### src/rtl/latch_out_capture.sv
// Capture stage for the latch bank: synchronises, de-glitches and reports bit changes as rise/fall events. Optional change counter: LATCH_CAPTURE_CHANGE_CNT_EN.
// Latency: a held input change appears on stable_out/evt_valid SYNC_STAGES+FILT_CYCLES-1 edges after it is first sampled.
// Backpressure: while evt_ready is low, new changes merge into the pending event (masks OR-ed, evt_ovf set); nothing is dropped.
module latch_out_capture #(
    parameter int               WIDTH       = 3,
    parameter int               SYNC_STAGES = 2,
    parameter int               FILT_CYCLES = 4,
    parameter logic [WIDTH-1:0] RST_VAL     = WIDTH'(3'b010),
    parameter int               CNT_W       = 8
) (
    input  logic             clk,
    input  logic             reset,
    input  logic [WIDTH-1:0] lat_in,
    output logic [WIDTH-1:0] stable_out,
    output logic             evt_valid,
    input  logic             evt_ready,
    output logic [WIDTH-1:0] evt_data,
    output logic [WIDTH-1:0] evt_rise,
    output logic [WIDTH-1:0] evt_fall,
    output logic             evt_ovf,
    output logic [CNT_W-1:0] change_cnt
);

    localparam int              FC_W    = $clog2(FILT_CYCLES + 1);
    localparam logic [FC_W-1:0] FC_LAST = FC_W'(FILT_CYCLES - 1);

    typedef enum logic {ST_IDLE, ST_PEND} state_t;

    logic [WIDTH-1:0] sync_q [SYNC_STAGES];
    logic [WIDTH-1:0] synced;
    logic [FC_W-1:0]  fc_q [WIDTH];
    logic [WIDTH-1:0] stable_q;
    logic [WIDTH-1:0] stable_nxt;
    logic [WIDTH-1:0] toggle;
    logic [WIDTH-1:0] chg_rise;
    logic [WIDTH-1:0] chg_fall;
    logic             chg;
    state_t           state;

    always_ff @(posedge clk) begin
        if (reset) begin
            for (int s = 0; s < SYNC_STAGES; s++) sync_q[s] <= RST_VAL;
        end else begin
            sync_q[0] <= lat_in;
            for (int s = 1; s < SYNC_STAGES; s++) sync_q[s] <= sync_q[s-1];
        end
    end

    assign synced = sync_q[SYNC_STAGES-1];

    // A bit flips on the FILT_CYCLES-th consecutive edge of disagreement.
    always_comb begin
        toggle = '0;
        for (int i = 0; i < WIDTH; i++) begin
            toggle[i] = (synced[i] != stable_q[i]) && (fc_q[i] == FC_LAST);
        end
        stable_nxt = stable_q ^ toggle;
        chg_rise   = stable_nxt & ~stable_q;
        chg_fall   = ~stable_nxt & stable_q;
        chg        = |(chg_rise | chg_fall);
    end

    always_ff @(posedge clk) begin
        if (reset) begin
            stable_q <= RST_VAL;
            for (int i = 0; i < WIDTH; i++) fc_q[i] <= '0;
        end else begin
            stable_q <= stable_nxt;
            for (int i = 0; i < WIDTH; i++) begin
                if (synced[i] == stable_q[i] || toggle[i]) begin
                    fc_q[i] <= '0;
                end else begin
                    fc_q[i] <= fc_q[i] + FC_W'(1);
                end
            end
        end
    end

    assign stable_out = stable_q;

    always_ff @(posedge clk) begin
        if (reset) begin
            state     <= ST_IDLE;
            evt_valid <= 1'b0;
            evt_data  <= RST_VAL;
            evt_rise  <= '0;
            evt_fall  <= '0;
            evt_ovf   <= 1'b0;
        end else begin
            case (state)
                ST_IDLE: begin
                    if (chg) begin
                        state     <= ST_PEND;
                        evt_valid <= 1'b1;
                        evt_data  <= stable_nxt;
                        evt_rise  <= chg_rise;
                        evt_fall  <= chg_fall;
                        evt_ovf   <= 1'b0;
                    end
                end
                ST_PEND: begin
                    if (evt_ready) begin
                        if (chg) begin
                            evt_data <= stable_nxt;
                            evt_rise <= chg_rise;
                            evt_fall <= chg_fall;
                            evt_ovf  <= 1'b0;
                        end else begin
                            state     <= ST_IDLE;
                            evt_valid <= 1'b0;
                            evt_rise  <= '0;
                            evt_fall  <= '0;
                            evt_ovf   <= 1'b0;
                        end
                    end else if (chg) begin
                        // Consumer stalled: accumulate so no edge is lost.
                        evt_data <= stable_nxt;
                        evt_rise <= evt_rise | chg_rise;
                        evt_fall <= evt_fall | chg_fall;
                        evt_ovf  <= 1'b1;
                    end
                end
                default: begin
                    state     <= ST_IDLE;
                    evt_valid <= 1'b0;
                end
            endcase
        end
    end

`ifdef LATCH_CAPTURE_CHANGE_CNT_EN
    logic [CNT_W-1:0] cnt_q;

    always_ff @(posedge clk) begin
        if (reset) begin
            cnt_q <= '0;
        end else if (chg && cnt_q != {CNT_W{1'b1}}) begin
            cnt_q <= cnt_q + CNT_W'(1);
        end
    end

    assign change_cnt = cnt_q;
`else
    assign change_cnt = '0;
`endif

endmodule

### config.mk
export PLATFORM = sky130hd
export DESIGN_NAME = latch_out_capture
export DESIGN_NICKNAME = d
export VERILOG_FILES = /design/src/rtl/latch_out_capture.sv
export SDC_FILE = /design/constraint.sdc
export NUM_CORES = 1
export LEC_CHECK = 0
export CAP_MARGIN = 20
export CORE_UTILIZATION = 49
export CTS_CLUSTER_SIZE = 10
export DETAILED_ROUTE_END_ITERATION = 12
export GPL_ROUTABILITY_DRIVEN = 0
export GPL_TIMING_DRIVEN = 0
export HOLD_SLACK_MARGIN = 0.15
export PLACE_DENSITY = 0.83
export SYNTH_ARGS = -nofsm -noshare
export SYNTH_HDL_FRONTEND = slang
export SYNTH_SLANG_ARGS = --single-unit
### constraint.sdc
create_clock -name clk -period 2.3 [get_ports clk]
set_input_delay 0.23 -clock clk [delete_from_list [all_inputs] [get_ports clk]]
set_output_delay 0.23 -clock clk [all_outputs]
set_load 0.05 [all_outputs]
==> flow_summary.toml <==
[pwr]
swShare = 0.259
p_int_mw = 0.723
power.switching_mw = 0.253
p_leak_nw = 0.673
powerDensity_nw_per_um2 = 594
clockPowerShare = 0.298
seq_power_share = 0.583
power.share.combinational = 0.120
vdd_drop_max_mv = 0.533

[clocking]
cts_resized = 0
insertion_delay_ns = 0.33
cts_tree = "built"
cts.sinks = 30
ctsHoldBuffers = 0
cts_buffers = 5
clockBufferDepth = 2
cts_setup_buffers = 0
clk_pin_slew_ns = 0.09
htree_levels = 2
root_buffer = "clkbuf_4"

[synth]
synth_commonest_cells = "21 x dfxtp_1, 14 x nor2_1, 10 x buf_4"
netlist_top_cells_area = "dfxtp_1 32%, edfxtp_1 21%, buf_4 5.7%, ha_1 5.7%, nor2_1 4.0%"
synth_edf_count = 9
ys_ff_latch = 30
synth_cells = 120
syn_avg_cell_area_um2 = 11.0
synth_top_area_frac = 0.319
seq_area_frac_synth = 0.524
synth_top_cell_by_area = "dfxtp_1"
synth_most_common_cell = "dfxtp_1"
syn_area_um2 = 1320
yosysUniqueCellTypes = 33
synth_top_flop_cell = "dfxtp_1"
synth_warnings = 0
synth-async-reset-ratio = 0

[flow_run]
cap_violations = 0

[die]
placementRows = 18
die_x_um = 53.9
die_area_um2 = 2900
ios = 28
core_um2 = 2500
dieHeight_um = 53.9
initial_core_util = 0.527

[sta]
period_minus_slack_ns = 1.89
fin_crit_sh = 0.821
hold_viol_final = 0
tns_ns = 0
rsz0062_at_grt = "false"
slew_headroom = 0.652
setup_viol = 0
timing.fmax_mhz = 530
finClkSkew_ns = 0.00806
slew_viol_final = 0
worstMarginPinSlew_ns = 0.521

[setup_path]
cp-start-kind = "register"
cpPeakStageDelay_ns = 0.40
cpMostUsedCell = "ha_1"
critPathCaptureType = "register"
reg2reg_from = "fc_q[0][0]$_SDFFCE_PN0P_"
regToRegSetupSlack_ns = 0.41
crit_path_max_fanout = 9
cp_cell_sequence = "ha_1, ha_1, a222oi_1, buf_4, nor2_4, a2111oi_4"
ff2ff_path_depth = 6
crit_slowest_cell = "edfxtp_1"
cp.required_ns = 2.53
crit_type = "register to register"
reg2reg_to = "evt_ovf$_SDFFE_PP0P_"
crit_path_end = "evt_ovf$_SDFFE_PP0P_"
critPathArrivalTime_ns = 2.12
crit_start = "fc_q[0][0]$_SDFFCE_PN0P_"

[drt]
antenna_left = 0
totalWireLength_um = 2170
drc = 0
dr.pass1.iters = 4
vias_per_cell = 4.84
vias = 925
wire_per_inst_um = 11.4
drt_iter0_drc = 18

[global_route]
grt_pass1_vias = 891
antenna_found_initial = 0
grt_pass1_wl_um = 3650
grt_util_all_layers = 0.186
overflow = 0
grt_max_degree = 11

[place]
dp_hpwl_um = 1650
portBuffers = 18
placement.cell_area_um2 = 1590

[cells_and_area]
diodes = 0
fin_nets = 172
multi_input_area_um2 = 574
area_growth_pct = 24.5
seqCellArea_um2 = 691
fill_cells = 202
fin_area_um2 = 1640
layout-drive-gt1-share = 0.137
final_core_util = 0.656

[outcome]
status = "completed"

[worst_hold_path]
hold_path_class = "input port to register"
holdCritStartpoint = "reset"
layout by cell type (no fill, tap or decap), types with 2 or more instances in the layout:
master / instances
xor2_1: 3
dfxtp_1: 21
clkdlybuf4s50_1: 18
nand3b_1: 5
conb_1: 17
clkbuf_1: 5
edfxtp_1: 9
clkbuf_4: 5
ha_1: 6
buf_4: 10
nand2_1: 5
nor2_1: 14
inv_1: 7
o2bb2ai_1: 5
nor2b_1: 5
and3_1: 2
a21oi_1: 4
or2_2: 2
a31oi_1: 2
per-stage QoR:
| stage | hold slack (ns) | total power [mW] | setup WS (ns) | std cells |
|---|---|---|---|---|
| after floorplan | 0.324 | 0.671 | 0.497 | 135 |
| after global placement | 0.394 | 0.692 | 0.495 | 183 |
| after detailed placement | 0.397 | 0.697 | 0.410 | 183 |
| after CTS | 0.172 | 0.981 | 0.385 | 191 |
| after global routing | 0.178 | 1.02 | 0.289 | 191 |
| final | 0.180 | 0.975 | 0.412 | 191 |
registers in the layout, indices dropped and copies added (netlist names):
signal / cells
evt_data: 3
evt_ovf: 1
sync_q: 6
evt_rise: 3
evt_valid: 1
stable_out: 3
fc_q: 9
state: 1
evt_fall: 3
how the worst min path moves through the flow:
stage / depth (start not counted) / slack [ns] / endpoint
finish: 2 / 0.18 / evt_ovf$_SDFFE_PP0P_
global route: 2 / 0.18 / evt_ovf$_SDFFE_PP0P_
CTS: 2 / 0.17 / evt_ovf$_SDFFE_PP0P_
detailed placement: 1 / 0.40 / sync_q[0][4]$_SDFF_PP1_
global placement: 1 / 0.39 / sync_q[0][4]$_SDFF_PP1_
floorplan: 1 / 0.32 / evt_ovf$_SDFFE_PP0P_
cell type report:
class | instances | area share
Sequential cell | 30 | 0.421
Multi-Input combinational cell | 86 | 0.350
Timing Repair Buffer | 18 | 0.110
Buffer | 12 | 0.0503
Clock buffer | 8 | 0.0297
Tap cell | 30 | 0.0229
Inverter | 7 | 0.0160
logic make-up (layout without fill, tap and decap cells):
group / after synthesis / after routing / synth area share
compound gates: 20 / 20 / 0.144
xor+xnor: 3 / 3 / 0.0199
fa+ha+maj: 6 / 6 / 0.0570
buf+inv: 19 / 45 / 0.0826
flops: 30 / 30 / 0.524
mux: 1 / 1 / 0.00760
other cells: 2 / 17 / 0.00570
simple gates: 39 / 39 / 0.159
power by group through the flow:
stage               clock network (mW)  registers (mW)  logic (mW)
global placement                     0           0.579       0.113
CTS                              0.296           0.568       0.116
detailed placement                   0           0.581       0.116
global route                     0.321           0.570       0.127
finish                           0.291           0.568       0.117
floorplan                            0           0.588      0.0830
routing by layer:
layer | global-route usage | up-vias | wire length (µm)
met3 | 0.0678 | 5 | 117
met1 | 0.187 | 426 | 889
li1 | - | 470 | -
met2 | 0.327 | 24 | 1130
met4 | 0.105 | 0 | 40
met5 | 0 | - | 0
critical path: cells and delay by family, from the launching register on:
kind                     cells  cell delay, ns
AO/OA/AOI/OAI                2            0.63
adder cells (fa/ha/maj)      2            0.47
buffers and inverters        1            0.25
flip-flops                   1            0.40
AND/OR/NAND/NOR              1            0.05
Note: power is estimated with default switching activity, not from simulation.
